==> config.mk <==
export PLATFORM = sky130hd
export DESIGN_NAME = lab01_settle_timer
export DESIGN_NICKNAME = d
export VERILOG_FILES = /design/src/rtl/lab01_pkg.sv /design/src/rtl/lab01_settle_timer.sv
export SDC_FILE = /design/constraint.sdc
export NUM_CORES = 1
export LEC_CHECK = 0
export CELL_PAD_IN_SITES_DETAIL_PLACEMENT = 2
export CELL_PAD_IN_SITES_GLOBAL_PLACEMENT = 2
export CORE_AREA = 2 2 39 41
export CTS_CLUSTER_DIAMETER = 40
export DETAILED_ROUTE_END_ITERATION = 8
export DIE_AREA = 0 0 41 43
export PLACE_DENSITY_LB_ADDON = 0.05
export SYNTH_ARGS = -nofsm -noshare
export SYNTH_HDL_FRONTEND = slang
export SYNTH_SLANG_ARGS = --single-unit
==> constraint.sdc <==
create_clock -name clk -period 2.84 [get_ports clk]
set_clock_uncertainty 0.1 [all_clocks]
set_input_delay 0.568 -clock clk [delete_from_list [all_inputs] [get_ports clk]]
set_output_delay 0.568 -clock clk [all_outputs]
set_load 0.05 [all_outputs]
==> src/rtl/lab01_pkg.sv <==
// Shared types and constants for the lab01 truth-table checker.
package lab01_pkg;

   localparam int unsigned VEC_W    = 4;
   localparam logic [15:0] LAB01_TT = 16'h0007;

   typedef enum logic [1:0] {
      StIdle,
      StSettle,
      StSample,
      StDone
   } state_e;

endpackage

==> src/rtl/lab01_settle_timer.sv <==
// Settle timer: loads SETTLE, counts down while enabled, pulses expire on the last wait cycle.
module lab01_settle_timer
   import lab01_pkg::*;
#(
   parameter int unsigned SETTLE = 2
) (
   input  logic clk,
   input  logic rst,
   input  logic load,
   input  logic en,
   output logic expire
);

   logic [VEC_W-1:0] count_q;

   always_ff @(posedge clk) begin
      if (rst) begin
         count_q <= '0;
      end else if (load) begin
         count_q <= VEC_W'(SETTLE);
      end else if (en && (count_q != '0)) begin
         count_q <= count_q - VEC_W'(1);
      end
   end

   // A load of N gives exactly N enabled cycles, the Nth one flagged.
   assign expire = en && (count_q == VEC_W'(1));

endmodule

==> run metrics <==
status completed; Via Count 223; DIE AREA 1760 sq um; Sw Ratio 23.4%; crit path from en; # setup viols final 0; Finished Cell Area 343 sq um; final period utilization 87.0%; ratio of cells with drive above 1 in the final layout 24.2%; most frequent cells in the layout dfxtp_1, inv_1, nor3_1, clkbuf_4, clkdlybuf4s50_1; initial DRC count 1; clock tree buffer depth 2; cts repair resizes 0; worst path cell trace clkdlybuf4s50_1, inv_1, nor4b_2, buf_12; Largest register FFs 4; Core Footprint 1380 sq um; Critical Path End Type primary output; worst min-delay path class register to register; Hold WS 0.476 ns; hpwl dp 484 um; DRC viols 0; critical path launch point type primary input; slowest stage cell, crit path clkdlybuf4s50_1; routed wl met3 30 um; diodes inserted 0; slowest stage delay, CP 0.58 ns; vias in the first global route 232; Cell Int Power 0.121 mW; Clock Power Share 42.4%; Clk Latency, worst-skew pair 0.23 ns; leading area contributor after synthesis dfxtp_1; number of routed nets with antenna violations 0; fin nets 41; Largest regs count_q (4); placed inst area 320 sq um; Period minus WS final 2.47 ns; Setup Fix Bufs, Post-CTS 0; H-tree Lvls 1; largest net degree at the start of global routing 7; Tot GR Track Use 8.83%; Switch Pwr 0.0368 mW; CTS clk-pin slew, worst paths 0.03 ns; Hold Crit Start count_q[0]; Routed WL 586 um; Logic pwr share 18.2%; most common cell after layout, fill and taps aside dfxtp_1; CTS root buffer clkbuf_4; post-synth net total 32; Max Cap Violations 0; Fin. Hold Viols 0; Layout area overhead 40.5%; critical path peak fanout 6; hold_buf cts 0; initial antenna violation count 0; CTS tree done; Mapped Cells 26; Die Y 43 um; max-slew violation count 0; sequential share of power 39.5%; post-synthesis sequential area ratio 32.8%; Mapped Area 244 sq um; crit path DAT 1.80 ns; Pleak 0.129 nW; total grt overflow 0; port bufs 4; Yosys cell types 17; I/O pin total 5; routed len/inst 12.0 um; Pre-antenna DRT Iters 2; kind of critical path primary input to primary output; PwrDens 460 nW/um^2; maximum clock frequency 405 MHz; main area contributors after synthesis dfxtp_1, ha_1, nor4b_1; Post-synth ARST share 0%; Clock Sinks 4; Top reg by flops count_q; final setup TNS 0 ns; unrepaired setup endpoints after global routing false; Die X 41 um; first-pass GRT wire length 972 um; uppermost layer routed met4; Vias/cell 4.55; CP delay by family, top buffers and inverters; relative slew slack 76.1%; CP Buf/Inv Count 3; post-synthesis average cell area 9.38 sq um; Cell Rows 14; Metal-1 WL 237 um; Met2 Wirelength 310 um; Synth Register Bits 4; WP data required 2.17 ns; top cell type's share of synthesized area 32.8%; clock buffer count from CTS 3; worst vdd ir 178 uV; Yosys warning total 0; reg2reg start count_q[0]; Least-Margin Pin Slew 0.358 ns; Post-synth EDFFs 0; Initial Utilization 17.6%; top_reg_cell synth dfxtp_1; GP Congestion 0.669
==> layer usage <==
metal	vias to the layer above	track usage (%)
met1	105	9.62
met2	5	12.5
met3	2	1.57
met5	-	0
met4	0	10.0
li1	111	-
==> tightest hold or removal path, cell delays in order, from the launching register on <==
cell,delay [ns]
dfxtp_1,0.34
o21ai_0,0.11
a211oi_1,0.07
==> power groups by stage <==
stage / registers (mW) / logic, mW / clock network [mW]
floorplan: 0.0622 / 0.0177 / 0
global placement: 0.0632 / 0.0293 / 0
detailed placement: 0.0631 / 0.0291 / 0
CTS: 0.0623 / 0.0295 / 0.0714
global route: 0.0624 / 0.0322 / 0.0760
finish: 0.0622 / 0.0286 / 0.0668
==> cells by family after synthesis <==
logic type      synth area share [%]
compound gates                  12.3
fa+ha+maj                       10.3
buf+inv                         4.62
flops                           32.8
mux                             4.10
simple gates                    35.9
==> final timing paths <==
| kind | slack, ns | endpoint | cells past startpoint |
|---|---|---|---|
| worst min-delay path | 0.48 | count_q[0] | 2 |
| worst min register to register | 0.48 | count_q[0] | 2 |
| worst max register to register | 1.27 | count_q[1] | 5 |
| worst max-delay path | 0.37 | expire | 4 |
==> cell type report <==
type / count / area, sq um
fillers: 162 / 1040
clock buffers: 3 / 22.5
well taps: 16 / 20.0
repair buffers: 4 / 50.0
multi-input cells: 19 / 159
flip-flops and latches: 4 / 80.1
inverters: 3 / 11.3
==> metrics by stage <==
stage	instances	total power, mW	util [%]	setup slack (ns)
2_1_floorplan	26	0.0799	-	0.635
3_3_place_gp	46	0.0925	23.1	0.427
3_5_place_dp	46	0.0922	23.1	0.353
4_1_cts	49	0.163	24.8	0.349
5_1_grt	49	0.171	24.8	0.283
6_report	49	0.158	24.8	0.369
==> Yosys cell counts, types with 2 or more instances <==
cell type,n
dfxtp_1,4
inv_1,3
nor3_1,3
ha_1,2
nor4b_1,2
Note: power is estimated with default switching activity, not from simulation.
